<file path="src/rtl/ser_pkg.sv">
// -----------------------------------------------------------------------------
// ser_pkg
// Shared definitions for the tx_fifo_ser serial transmitter:
//   - tx_state_e      : transmitter state encoding (IDLE/START/DATA/STOP)
//   - LAST_DATA_BIT   : index of the final data bit of an 8N1 frame
//   - calc_bit_clocks : clock cycles per serial bit (CLOCK_HZ / BAUD)
//   - calc_bit_reload : value loaded into the 32-bit down-counter per bit
//   - ptr_width       : pointer width for a power-of-two byte queue
// -----------------------------------------------------------------------------
package ser_pkg;

   typedef enum logic [1:0] {
      ST_IDLE  = 2'd0,
      ST_START = 2'd1,
      ST_DATA  = 2'd2,
      ST_STOP  = 2'd3
   } tx_state_e;

   localparam logic [2:0] LAST_DATA_BIT = 3'd7;

   // Cycles per serial bit; integer division truncates any remainder.
   function automatic int unsigned calc_bit_clocks(input int unsigned clock_hz,
                                                   input int unsigned baud);
      return clock_hz / baud;
   endfunction

   // The bit counter runs BIT_CLOCKS-1 down to 0. A degenerate ratio below
   // one cycle per bit is clamped so every bit still lasts one cycle.
   function automatic logic [31:0] calc_bit_reload(input int unsigned clock_hz,
                                                   input int unsigned baud);
      int unsigned bc;
      bc = calc_bit_clocks(clock_hz, baud);
      if (bc == 32'd0) begin
         return 32'd0;
      end else begin
         return bc - 32'd1;
      end
   endfunction

   // Pointer width for a power-of-two queue depth (at least one bit).
   function automatic int unsigned ptr_width(input int unsigned depth);
      return (depth > 32'd1) ? $clog2(depth) : 32'd1;
   endfunction

endpackage

</file>
<file path="src/rtl/ser_fifo.sv">
// -----------------------------------------------------------------------------
// ser_fifo
// Small byte queue feeding the serial transmitter.
// Ports:
//   clk        : clock, rising edge
//   reset      : synchronous active-low reset; empties the queue
//   wr, wdata  : enqueue strobe and byte; ignored while full (even if a read
//                happens in the same cycle)
//   rd         : dequeue strobe; ignored while empty
//   rdata      : head-of-queue byte (valid while empty=0)
//   full       : registered, queue holds DEPTH entries
//   empty      : registered, queue holds no entries
//   empty_next : occupancy after the coming edge is zero (lets the parent
//                register its own status flags in step with the queue)
// -----------------------------------------------------------------------------
module ser_fifo
   import ser_pkg::*;
#(
   parameter int unsigned DEPTH = 4,
   parameter int unsigned WIDTH = 8
) (
   input  logic             clk,
   input  logic             reset,
   input  logic             wr,
   input  logic [WIDTH-1:0] wdata,
   input  logic             rd,
   output logic [WIDTH-1:0] rdata,
   output logic             full,
   output logic             empty,
   output logic             empty_next
);

   localparam int unsigned      PTR_W    = ptr_width(DEPTH);
   localparam int unsigned      CNT_W    = PTR_W + 32'd1;
   localparam logic [CNT_W-1:0] CNT_FULL = CNT_W'(DEPTH);
   localparam logic [CNT_W-1:0] CNT_ZERO = {CNT_W{1'b0}};

   logic [WIDTH-1:0] mem_q [DEPTH];
   logic [WIDTH-1:0] mem_d [DEPTH];
   logic [PTR_W-1:0] wr_ptr_q, wr_ptr_d;
   logic [PTR_W-1:0] rd_ptr_q, rd_ptr_d;
   logic [CNT_W-1:0] count_q, count_d;
   logic             full_q, full_d;
   logic             empty_q, empty_d;
   logic             do_wr;
   logic             do_rd;

   // Next-state computation for storage, pointers, occupancy and flags.
   always_comb begin
      do_wr    = wr && !full_q;
      do_rd    = rd && !empty_q;
      mem_d    = mem_q;
      wr_ptr_d = wr_ptr_q;
      rd_ptr_d = rd_ptr_q;

      if (do_wr) begin
         mem_d[wr_ptr_q] = wdata;
         // Power-of-two depth: natural pointer overflow is the modulo wrap.
         wr_ptr_d        = wr_ptr_q + PTR_W'(1);
      end else begin
         wr_ptr_d = wr_ptr_q;
      end

      if (do_rd) begin
         rd_ptr_d = rd_ptr_q + PTR_W'(1);
      end else begin
         rd_ptr_d = rd_ptr_q;
      end

      case ({do_wr, do_rd})
         2'b10:   count_d = count_q + CNT_W'(1);
         2'b01:   count_d = count_q - CNT_W'(1);
         default: count_d = count_q;
      endcase

      full_d  = (count_d == CNT_FULL);
      empty_d = (count_d == CNT_ZERO);
   end

   // Queue state registers with synchronous active-low reset.
   always_ff @(posedge clk) begin
      if (!reset) begin
         for (int i = 0; i < int'(DEPTH); i++) begin
            mem_q[i] <= {WIDTH{1'b0}};
         end
         wr_ptr_q <= {PTR_W{1'b0}};
         rd_ptr_q <= {PTR_W{1'b0}};
         count_q  <= CNT_ZERO;
         full_q   <= 1'b0;
         empty_q  <= 1'b1;
      end else begin
         mem_q    <= mem_d;
         wr_ptr_q <= wr_ptr_d;
         rd_ptr_q <= rd_ptr_d;
         count_q  <= count_d;
         full_q   <= full_d;
         empty_q  <= empty_d;
      end
   end

   assign rdata      = mem_q[rd_ptr_q];
   assign full       = full_q;
   assign empty      = empty_q;
   assign empty_next = empty_d;

endmodule

</file>
<file path="src/rtl/tx_fifo_ser.sv">
// -----------------------------------------------------------------------------
// tx_fifo_ser
// Queued 8N1 serial transmitter. Bytes written on the parallel side are held
// in a FIFO_DEPTH-entry queue and sent LSB first, framed by a low start bit
// and a high stop bit, each bit lasting CLOCK_HZ/BAUD cycles. Queued frames
// go out back to back with no idle gap.
// Ports:
//   clk         : clock, rising edge
//   reset       : synchronous active-low reset; aborts any frame, empties queue
//   write       : one-cycle strobe enqueueing parallel_in (dropped when full)
//   parallel_in : byte to transmit, sampled only on an accepted write
//   full        : registered, queue holds FIFO_DEPTH bytes
//   busy        : registered, frame in progress or queue non-empty
//   serial_out  : registered serial line, idle high
// -----------------------------------------------------------------------------
module tx_fifo_ser
   import ser_pkg::*;
#(
   parameter int unsigned CLOCK_HZ   = 50000000,
   parameter int unsigned BAUD       = 10000,
   parameter int unsigned FIFO_DEPTH = 4
) (
   input  logic       clk,
   input  logic       reset,
   input  logic       write,
   input  logic [7:0] parallel_in,
   output logic       full,
   output logic       busy,
   output logic       serial_out
);

   localparam logic [31:0] BIT_RELOAD = calc_bit_reload(CLOCK_HZ, BAUD);

   tx_state_e   state_q, state_d;
   logic [31:0] bit_cnt_q, bit_cnt_d;
   logic [2:0]  bit_idx_q, bit_idx_d;
   logic [7:0]  shift_q, shift_d;
   logic        serial_q, serial_d;
   logic        busy_q, busy_d;

   logic        pop;
   logic        bit_expired;
   logic [7:0]  fifo_rdata;
   logic        fifo_full;
   logic        fifo_empty;
   logic        fifo_empty_next;

   ser_fifo #(
      .DEPTH (FIFO_DEPTH),
      .WIDTH (8)
   ) u_fifo (
      .clk        (clk),
      .reset      (reset),
      .wr         (write),
      .wdata      (parallel_in),
      .rd         (pop),
      .rdata      (fifo_rdata),
      .full       (fifo_full),
      .empty      (fifo_empty),
      .empty_next (fifo_empty_next)
   );

   // Transmitter next-state logic: bit timing, framing and queue pops.
   always_comb begin
      bit_expired = (bit_cnt_q == 32'd0);
      state_d     = state_q;
      bit_cnt_d   = bit_cnt_q;
      bit_idx_d   = bit_idx_q;
      shift_d     = shift_q;
      serial_d    = serial_q;
      pop         = 1'b0;

      case (state_q)
         ST_IDLE: begin
            if (!fifo_empty) begin
               // Start bit goes out on the same edge that pops the head.
               pop       = 1'b1;
               state_d   = ST_START;
               bit_cnt_d = BIT_RELOAD;
               shift_d   = fifo_rdata;
               serial_d  = 1'b0;
            end else begin
               serial_d = 1'b1;
            end
         end

         ST_START: begin
            if (bit_expired) begin
               state_d   = ST_DATA;
               bit_cnt_d = BIT_RELOAD;
               bit_idx_d = 3'd0;
               serial_d  = shift_q[0];
            end else begin
               bit_cnt_d = bit_cnt_q - 32'd1;
            end
         end

         ST_DATA: begin
            if (bit_expired) begin
               bit_cnt_d = BIT_RELOAD;
               if (bit_idx_q == LAST_DATA_BIT) begin
                  state_d  = ST_STOP;
                  serial_d = 1'b1;
               end else begin
                  // shift_q[0] is on the line now; bit 1 is the next one out.
                  bit_idx_d = bit_idx_q + 3'd1;
                  shift_d   = {1'b0, shift_q[7:1]};
                  serial_d  = shift_q[1];
               end
            end else begin
               bit_cnt_d = bit_cnt_q - 32'd1;
            end
         end

         ST_STOP: begin
            if (bit_expired) begin
               if (!fifo_empty) begin
                  // Chain straight into the next frame: no idle gap.
                  pop       = 1'b1;
                  state_d   = ST_START;
                  bit_cnt_d = BIT_RELOAD;
                  shift_d   = fifo_rdata;
                  serial_d  = 1'b0;
               end else begin
                  state_d  = ST_IDLE;
                  serial_d = 1'b1;
               end
            end else begin
               bit_cnt_d = bit_cnt_q - 32'd1;
            end
         end

         default: begin
            state_d   = ST_IDLE;
            bit_cnt_d = 32'd0;
            bit_idx_d = 3'd0;
            serial_d  = 1'b1;
         end
      endcase

      // Reflects both the transmitter and the queue as they stand after the edge.
      busy_d = (state_d != ST_IDLE) || !fifo_empty_next;
   end

   // Transmitter state and registered outputs, synchronous active-low reset.
   always_ff @(posedge clk) begin
      if (!reset) begin
         state_q   <= ST_IDLE;
         bit_cnt_q <= 32'd0;
         bit_idx_q <= 3'd0;
         shift_q   <= 8'd0;
         serial_q  <= 1'b1;
         busy_q    <= 1'b0;
      end else begin
         state_q   <= state_d;
         bit_cnt_q <= bit_cnt_d;
         bit_idx_q <= bit_idx_d;
         shift_q   <= shift_d;
         serial_q  <= serial_d;
         busy_q    <= busy_d;
      end
   end

   assign full       = fifo_full;
   assign busy       = busy_q;
   assign serial_out = serial_q;

endmodule

</file>
<file path="config.mk">
export PLATFORM = sky130hd
export DESIGN_NAME = tx_fifo_ser
export DESIGN_NICKNAME = d
export VERILOG_FILES = /design/src/rtl/ser_pkg.sv /design/src/rtl/ser_fifo.sv /design/src/rtl/tx_fifo_ser.sv
export SDC_FILE = /design/constraint.sdc
export NUM_CORES = 1
export LEC_CHECK = 0
export CAP_MARGIN = 0
export CORE_ASPECT_RATIO = 0.9
export CORE_MARGIN = 2
export CORE_UTILIZATION = 60
export CTS_CLUSTER_DIAMETER = 200
export CTS_CLUSTER_SIZE = 24
export DETAILED_ROUTE_END_ITERATION = 7
export PLACE_DENSITY_LB_ADDON = 0.2
export SLEW_MARGIN = 20
export SYNTH_ARGS = -nofsm -noshare
export SYNTH_HDL_FRONTEND = slang
export SYNTH_SLANG_ARGS = --single-unit
</file>
<file path="constraint.sdc">
create_clock -name clk -period 5.13 [get_ports clk]
set_clock_uncertainty 0.15 [all_clocks]
set_input_delay 1.539 -clock clk [delete_from_list [all_inputs] [get_ports clk]]
set_output_delay 1.539 -clock clk [all_outputs]
set_load 0.005 [all_outputs]
</file>
Word-level counts from Yosys, hierarchy flattened
Index checks and enable logic that the tools add are counted.

storage, ports and cells
  flip-flop bits (word level) = 88
  bits of input ports = 11
  output and inout port bits = 3
  word-level logic and storage cells = 90

operators by class
  reduce and logical (&&, ||, !) cells = 17
  eq/ne operators = 11
  add/sub/neg operators = 6
  mux-type cells = 36
  bitwise gates (word level) = 2
  order comparisons = 3

operators with widths
  cell                                                                   number
  32-bit 2-to-1 mux                                                      3
  32-bit one-hot mux with 3 select lines                                 1
  8-bit 2-to-1 mux                                                       7
  32-bit bitwise mux                                                     1
  32-bit zero test                                                       1
  32-bit by 1-bit subtractor with 32-bit output (second input constant)  1
  8-bit one-hot mux with 3 select lines                                  1
  8-bit binary-select mux with 2-bit select                              1
  8-bit demux with 2-bit select                                          1
  3-bit one-hot mux with 2 select lines                                  2
  2-bit 2-to-1 mux                                                       5
  3-bit 2-to-1 mux                                                       3
  1-bit 2-to-1 mux                                                       8
  2-bit inequality test (second input constant)                          4
  2-bit one-hot mux with 4 select lines                                  1
  4-bit AND reduction                                                    2
  3-bit by 1-bit adder with 3-bit output (second input constant)         2
  2-bit == test (second input constant)                                  3
  3-bit == test (second input constant)                                  2
  3-bit >= comparator (second input constant)                            2
  2-bit inverter with 3-bit output                                       2
  2-bit by 1-bit adder with 2-bit output (second input constant)         2
  2-bit by 1-bit == test with 1-bit output (second input constant)       2
  1-bit one-hot mux with 4 select lines                                  1
  other kinds (12)                                                       17

Longest topological paths before layout
Gate-level depths: netlist (run 1).

  depth in word-level cells = 9
  gate-level depth with buffers = 16
  gate-level depth less buffers = 16

Cells and area by module
From an unflattened synthesis (run 1), not the netlist that was laid out.

unflattened totals
  cells, all modules = 558
  area total of the unflattened synthesis = 4,832.1 sq um

by module, submodules not included
  module       times used  cells each  area an instance (sq um)  seq. area each (sq um)
  tx_fifo_ser  1           353         2,880.3                   940.9
  ser_fifo     1           205         1,951.9                   820.8

Worst setup path before layout (run 1)
No wires, ideal clock.

  path type = input-to-reg
  start point = input write
  end point = register busy_q (netlist: busy)
  arrival = 3.321 ns
  stages on the path = 10
  setup time = 0.071 ns
  path slack = 1.588 ns
  data required time = 4.909 ns
  buffers on the path = 1
  path through = nor2b_1 clkbuf_1 inv_1 ha_1 inv_1 fa_1 nor2b_1 a21oi_1 a221oi_2 o21bai_1

on the way
  longest elaborated chain between the ends = 6
  elaborated cells on any way between the ends = 7
  classes of those cells = eq/ne: 2; mux: 1; reduce/logical: 4

RTL lines
  element                                                                           RTL line            source
  start: declaration                                                                tx_fifo_ser.sv:25   input logic write,
  1-bit logical AND *                                                               ser_fifo.sv:50      do_wr = wr && !full_q;
  2-bit by 1-bit == test with 1-bit output / 2-bit == test (equally long branches)  ser_fifo.sv:70      case ({do_wr, do_rd})
  3-bit one-hot mux with 2 select lines *                                           ser_fifo.sv:70
  3-bit zero test *                                                                 ser_fifo.sv:77      empty_d = (count_d == CNT_ZERO);
  1-bit zero test *                                                                 tx_fifo_ser.sv:142  busy_d = (state_d != ST_IDLE) || !fifo_empty_next;
  1-bit logical OR *                                                                tx_fifo_ser.sv:142
  end signal: assignment                                                            tx_fifo_ser.sv:160  busy_q <= busy_d;
  end: declaration                                                                  tx_fifo_ser.sv:39   logic busy_q, busy_d;

Mark *: on every way between the ends. The rest lies on a longest branch, timed or not.
A chain may end at the register's enable or synchronous reset.

Worst setup path in the final report (run 1)
  start point = register bit_cnt_q[15]
  end point = register busy_q (netlist: busy)

on the way
  longest elaborated chain between the ends = 9
  elaborated cells on any way between the ends = 15
  classes of those cells = eq/ne: 2; mux: 7; reduce/logical: 6

RTL lines
  element                                                                           RTL line            source
  start: declaration                                                                tx_fifo_ser.sv:35   logic [31:0] bit_cnt_q, bit_cnt_d;
  start signal: assignment                                                          tx_fifo_ser.sv:156  bit_cnt_q <= bit_cnt_d;
  32-bit zero test *                                                                tx_fifo_ser.sv:65   bit_expired = (bit_cnt_q == 32'd0);
  1-bit 2-to-1 mux *                                                                tx_fifo_ser.sv:116  if (bit_expired) begin
  1-bit one-hot mux with 2 select lines *                                           tx_fifo_ser.sv:73   case (state_q)
  1-bit logical AND *                                                               ser_fifo.sv:51      do_rd = rd && !empty_q;
  net u_fifo.do_rd                                                                  ser_fifo.sv:46      logic do_rd;
  2-bit by 1-bit == test with 1-bit output / 2-bit == test (equally long branches)  ser_fifo.sv:70
  3-bit one-hot mux with 2 select lines *                                           ser_fifo.sv:70
  3-bit zero test *                                                                 ser_fifo.sv:77
  1-bit zero test *                                                                 tx_fifo_ser.sv:142
  1-bit logical OR *                                                                tx_fifo_ser.sv:142

The timed path passes the listed nets; every way through them passes the cells marked *.

==> results of run 1 <==
cells by family (layout without fill, tap and decap cells):
logic type / after synthesis / after routing / share of synthesized area (%)
xor+xnor: 5 / 5 / 0.949
buf+inv: 57 / 53 / 4.72
flops: 88 / 88 / 38.2
simple gates: 240 / 240 / 26.9
compound gates: 131 / 131 / 17.0
fa+ha+maj: 14 / 14 / 3.96
mux: 27 / 27 / 8.22
flip-flops by register name, summed over array words and instances (netlist names), 2 cells and up:
| signal | flops |
|---|---|
| bit_cnt_q | 32 |
| bit_idx_q | 3 |
| u_fifo.rd_ptr_q | 2 |
| u_fifo.wr_ptr_q | 2 |
| u_fifo.mem_q | 32 |
| shift_q | 8 |
| state_q | 2 |
| u_fifo.count_q | 3 |
placed cells by master, fill, tap and decap left out, drive strengths merged, types with 8 or more instances in the layout:
cell	count
o21ai	30
ha	13
clkbuf	9
nand2	64
mux2i	12
nand3	49
mux4	8
nor3	27
nand4	8
nor4	17
dfxtp	88
clkdlybuf4s50	13
inv	23
a21oi	59
nor2	37
per-layer routing:
| layer | vias to the layer above | routed length [um] | part of all wire (%) | global-route usage, % |
|---|---|---|---|---|
| li1 | 2020 | - | - | - |
| met1 | 1958 | 4720 | 44 | 35.5 |
| met2 | 132 | 5290 | 49 | 45.5 |
| met3 | 12 | 612 | 5.7 | 6.32 |
| met4 | 0 | 111 | 1.0 | 6.79 |
| met5 | - | 0 | 0 | 0 |
how the worst max path moves through the flow:
stage,slack [ps],startpoint,cells past startpoint,to
final,1350,bit_cnt_q[15],14,busy
after global routing,990,bit_cnt_q[15],14,busy
after CTS,1340,bit_cnt_q[15],14,busy
after detailed placement,1240,write,12,busy
after global placement,1360,write,12,busy
after floorplan,1590,write,10,busy
area by class of cell:
cell class,count,share of cell area (%)
multi-input cells,417,53.3
flip-flops and latches,88,35.5
repair buffers,19,3.53
clock buffers,9,2.49
well taps,96,2.42
clock inverters,7,1.44
inverters,18,1.36
power by group:
group | internal, mW | switching (mW)
clock network | 0.191 | 0.288
logic | 0.441 | 0.746
registers | 0.779 | 0.116
total | 1.41 | 1.15
cells in the mapped netlist, types with 3 or more instances:
cell type | n | area share, %
nand4_1 | 8 | 1.1
nor2_1 | 37 | 3.0
nor3_1 | 26 | 2.8
xor2_1 | 3 | 0.57
a21oi_1 | 59 | 6.4
nor4_1 | 13 | 1.8
ha_1 | 13 | 3.5
nand2_1 | 64 | 5.2
and3_1 | 6 | 0.81
or3_1 | 7 | 0.95
nand3_1 | 49 | 5.3
mux4_2 | 8 | 3.9
nand4b_1 | 3 | 0.57
nor2b_1 | 3 | 0.41
buf_1 | 3 | 0.24
inv_1 | 18 | 1.5
a31oi_1 | 6 | 0.81
o21a_1 | 7 | 1.1
o21ai_0 | 29 | 3.1
clkbuf_1 | 33 | 2.7
mux2_2 | 7 | 1.7
mux2i_1 | 12 | 2.6
nand2b_1 | 4 | 0.54
nor4_2 | 3 | 0.81
a211oi_1 | 5 | 0.81
nand3b_1 | 5 | 0.81
dfxtp_1 | 88 | 38
worst max-delay path, cell delays in order (launching register included):
cell,delay [ps]
dfxtp_1,370
nor4_1,640
nand2_1,240
nor4_4,280
a21oi_1,150
nor3_1,330
ha_1,250
inv_1,60
fa_1,370
xor2_1,150
nor2_1,120
xnor2_1,160
nor2_1,100
a221oi_2,200
o21bai_1,80
stage by stage:
step | utilization (%) | std cells | setup WS, ps
after global routing | 66.1 | 654 | 994
after floorplan | - | 562 | 1590
after detailed placement | 63.5 | 638 | 1240
after CTS | 66.1 | 654 | 1340
after global placement | 63.5 | 638 | 1360
final | 66.1 | 654 | 1350
==> impl_results.md, run 1 <==
* GP Congestion at 0.834
* CP Launch Type: flip-flop
* Min-Delay Path Class: reg2reg
* Clk buf depth at 2
* Antenna Nets Post-Route at 0
* Worst R2R Path Depth at 14
* Crit Path Class: reg2reg
* Layout cells sized above 1 at around 9%
* Worst skew pair latency at approximately 370 ps
* Htree depth at 3
* Tot GR Track Use at ~27%
* Root buffer cell: clkbuf_8
* Setup crit end kind: flip-flop
* HPWL Detailed at about 7.3 mm
* Port Buffers at 13
* Chip Height at 87.2 um
* Total wire length at roughly 11 mm
* Fin crit share at 73.8%
* Yosys reg bits at 88
* Initial Util at between 60% and 70%
* Nets at between 500 and 600
* Gate Count Post-Synth at about 560
* Max Cap Violations at 0
* Register area share after synthesis at about two fifths
* CTS Hold Bufs at 0
* CTS sink count at between 80 and 90
* Vias in the first global route at around 3,800
* Max FO, Critical Path at 6
* Worst hold slack at just over 300 ps
* Least-Margin Pin Slew at 1080 ps
* Vias per std cell at 6.30
* Register Area at ~0.0018 mm2
* Largest net degree at the start of global routing at 40
* Power Density at around 520 mW/mm2
* Area Overhead vs Synth at 7.62%
* Asr flop ratio synth at 0%
* Final setup viols at 0
* Worst reg2reg startpoint: bit_cnt_q[15]
* Hold depth at 2
* Worst r2r dst: busy
* Worst vdd ir at 336 uV
* Syn Area/Cell at 8.21 um2
* Synth Flop Type: dfxtp_1
* RSZ-0062 raised after global routing: no
* Worst-path clk slew at 100 ps
* WL per Instance at approximately 16 um
* Drt pass-1 iters at 5
* Total gr overflow at 0
* Area occupied by multi-input gates at ~0.0026 mm2
* Yosys warns at 0
* Number of buffers created by CTS at 9
* Worst hold endpoint: shift_q[7]
* LEAKAGE at ~1.8 nW
* Core area at ~0.0075 mm2
* Top-Level Pins at 14
* Fillers at approximately 670
* Synth Net Count at approximately 590
* Number of synthesized flops with an enable pin at 0
* Die X at ~96 um
* Dpl cell area at 0.00477 mm2
* Final TNS setup at 0 ps
* Rel. slew slack at 27.8%
* Die ar. at between 0.008 and 0.009 mm2
* First DRT Iteration DRCs at 296
* CTS tree: built
* Synthesized cell area at ~0.0046 mm2
* Fmax at around 0.26 GHz
* Initial antenna violation count at 0
* Setup bufs post-CTS at 0
* Final Cell Area at slightly below 0.005 mm2
* R2R setup slack at roughly 1300 ps
* First-pass GRT wire length at about 18 mm
* Pwr Total at 2.56 mW
* CP required at ~5200 ps
* Post-cts resize count at 0
* Worst path arrival time at between 3000 and 4000 ps
* Fin crit period at about 3800 ps
* Via count at between 4,000 and 5,000
* Number of antenna diodes at 0
* Hold_sp: shift_q[7]
* DRC Markers at 0
* Status: finished, final reports clean
* Fin. max-slew vios at 0
* Site row count at 30
* Synth cell types at 57
* Final hold viol count at 0
No activity file was read; power rests on OpenSTA's default activity.
==> inputs of run 2 (changes only) <==
- CORE_UTILIZATION: 60 -> 56
- clock period: 5.13 -> 3.3 ns (I/O delays scaled with it)
==> impl_results.md, run 2 (same netlist as run 1, synthesis figures left out) <==
* Status: finished, final reports clean
* Port Buffers at 13
* Fin crit share at about 98%
* WL per Instance at around 16 um
* Worst path arrival time at ~3400 ps
* Site row count at 31
* Initial Util at ~57%
* Slowest stage delay, CP at approximately 560 ps
* Initial antenna violation count at 0
* Min-Delay Path Class: reg2reg
* Area Overhead vs Synth at 13.3%
* Max Cap Violations at 0
* Fin. max-slew vios at 0
* Worst-path clk slew at 100 ps
* Clk pwr share at about 17%
* Fin crit period at ~3200 ps
* Met2 wire len at about 5.4 mm
* Final hold viol count at 0
* RSZ-0062 raised after global routing: yes
* CP Launch Type: flip-flop
* Cell-internal power at approximately 2.4 mW
* Chip Height at roughly 90 um
* Total gr overflow at 0
* Antenna Nets Post-Route at 0
* Met3 WL post-DR at approximately 660 um
* Largest net degree at the start of global routing at 48
* Crit-path slowest cell: or4_4
* HPWL Detailed at 7.75 mm
* Crit path launch: bit_cnt_q[28]
* Metal-1 WL at between 4 and 5 mm
* CP cell instances: or4_4 -> nor4_4 -> a21oi_2 -> nor3_2 -> ha_2 -> inv_1 -> fa_2 -> nor2b_2 -> a21oi_1 -> a221oi_2 -> o21bai_1
* Most common cell after layout, fill and taps aside: dfxtp_1
* Pwr Total at about 4.2 mW
* Core area at 0.00803 mm2
* CTS sink count at between 80 and 90
* Max FO, Critical Path at 5
* Worst skew pair latency at 370 ps
* Critical Path Sink: busy
* Top Registers: bit_cnt_q (32), u_fifo.mem_q (32), shift_q (8)
* Die ar. at roughly 0.0090 mm2
* Vias per std cell at between 6 and 7
* First-pass GRT wire length at 19.2 mm
* Number of antenna diodes at 0
* Final setup viols at 0
* Via count at 4,293
* Number of buffers created by CTS at 9
* Worst vdd ir at ~370 uV
* First DRT Iteration DRCs at roughly 260
* Clk buf depth at 2
* Die X at around 100 um
* CP required at roughly 3400 ps
* Comb pwr share at between 40% and 50%
* Setup crit end kind: flip-flop
* Worst R2R Path Depth at 11
* GP Congestion at ~0.87
* Drt pass-1 iters at 5
* Buf/Inv on CP at 1
* Crit Path Class: reg2reg
* Sw Share at around 44%
* Top-Level Pins at 14
* DRC Markers at 0
* DP Cell Count at between 600 and 700
* Net switching power at approximately 1.8 mW
* Rel. slew slack at 35.6%
* CP Depth at 11
* Total wire length at between 10 and 15 mm
* Worst r2r dst: busy
* Layout cells sized above 1 at 15.7%
* CTS tree: built
* Nets at 607
* Vias in the first global route at 4,138
* LEAKAGE at 1.98 nW
* Layout Cells excl Fill at 686
* Fillers at 699
* Power Density at slightly above 800 mW/mm2
* Seq pwr share at approximately a third
* Worst reg2reg startpoint: bit_cnt_q[28]
* R2R setup slack at about 63 ps
* Least-Margin Pin Slew at ~960 ps
* DR top layer: met4
* CP top delay family: simple AND/OR/NAND/NOR gates
* Core Util, Final at approximately 65%
* Highest-count cells in the layout ignoring fill and taps: dfxtp_1, nand2_1, a21oi_1, nand3_1, nor2_1
* Tot GR Track Use at around 26%
* Fmax at roughly 0.31 GHz
* Htree depth at 3
* Root buffer cell: clkbuf_8
run 2: cell count changes in the layout (fill, tap and decap cells not counted), sizes merged:
cell	previous run	this run
buf	6	35
clkinvlp	0	1
inv	23	22
run 2: per-layer routing:
layer  vias up  global-route usage (%)
met5         -                       0
met4         0                    8.90
met3        18                    5.99
met2       148                    42.5
met1      2038                    33.3
li1       2089                       -
run 2: power by group through the flow:
stage | Sequential [mW] | Combinational [mW] | Clock, mW
after floorplan | 1.33 | 1.46 | 0
after global placement | 1.39 | 1.98 | 0
after detailed placement | 1.40 | 2.02 | 0
after CTS | 1.37 | 2.03 | 0.740
after global routing | 1.40 | 2.31 | 0.780
final | 1.38 | 2.10 | 0.730
run 2: worst register-to-register path, delay by kind of cell (launching register included):
| kind | cells | cell delay, ps |
|---|---|---|
| simple gates | 4 | 1290 |
| compound gates | 4 | 570 |
| buf+inv | 1 | 50 |
| flops | 1 | 350 |
| fa+ha+maj | 2 | 730 |
run 2: how the worst min path moves through the flow:
stage | start | endpoint | slack, ps | cells past startpoint
after global routing | u_fifo.mem_q[16] | u_fifo.mem_q[16] | 330 | 2
final | u_fifo.mem_q[17] | u_fifo.mem_q[17] | 310 | 2
after CTS | u_fifo.mem_q[17] | u_fifo.mem_q[17] | 310 | 2
after global placement | u_fifo.mem_q[20] | u_fifo.mem_q[20] | 290 | 2
after detailed placement | u_fifo.mem_q[2] | u_fifo.mem_q[2] | 300 | 2
after floorplan | shift_q[7] | shift_q[7] | 280 | 2
run 2: cell type report:
type	count	area [um2]	share of cell area [%]
flip-flops and latches	88	1760	33.7
clock buffers	9	124	2.37
clock inverters	7	61.3	1.17
inverters	18	67.6	1.29
well taps	99	124	2.37
multi-input cells	417	2680	51.3
repair buffers	48	405	7.75
run 2: timing repair:
item                                    in CTS  in global routing
resized for setup                            1                 10
pin swaps                                    0                  7
setup buffers                                0                  3
endpoints found under the setup margin       1                  2
hold buffers                                 0                  0
run 2: stage by stage:
| step | TNS, ps | worst slack (ps) | area [um2] | hold WS [ps] |
|---|---|---|---|---|
| final | 0 | 63.1 | 5230 | 312 |
| after global routing | -129 | -129 | 5230 | 334 |
| after CTS | 0 | 10.9 | 5180 | 311 |
| after detailed placement | 0 | 4.51 | 4990 | 298 |
| after global placement | 0 | 77.5 | 4990 | 289 |
| after floorplan | 0 | 55.0 | 4630 | 283 |
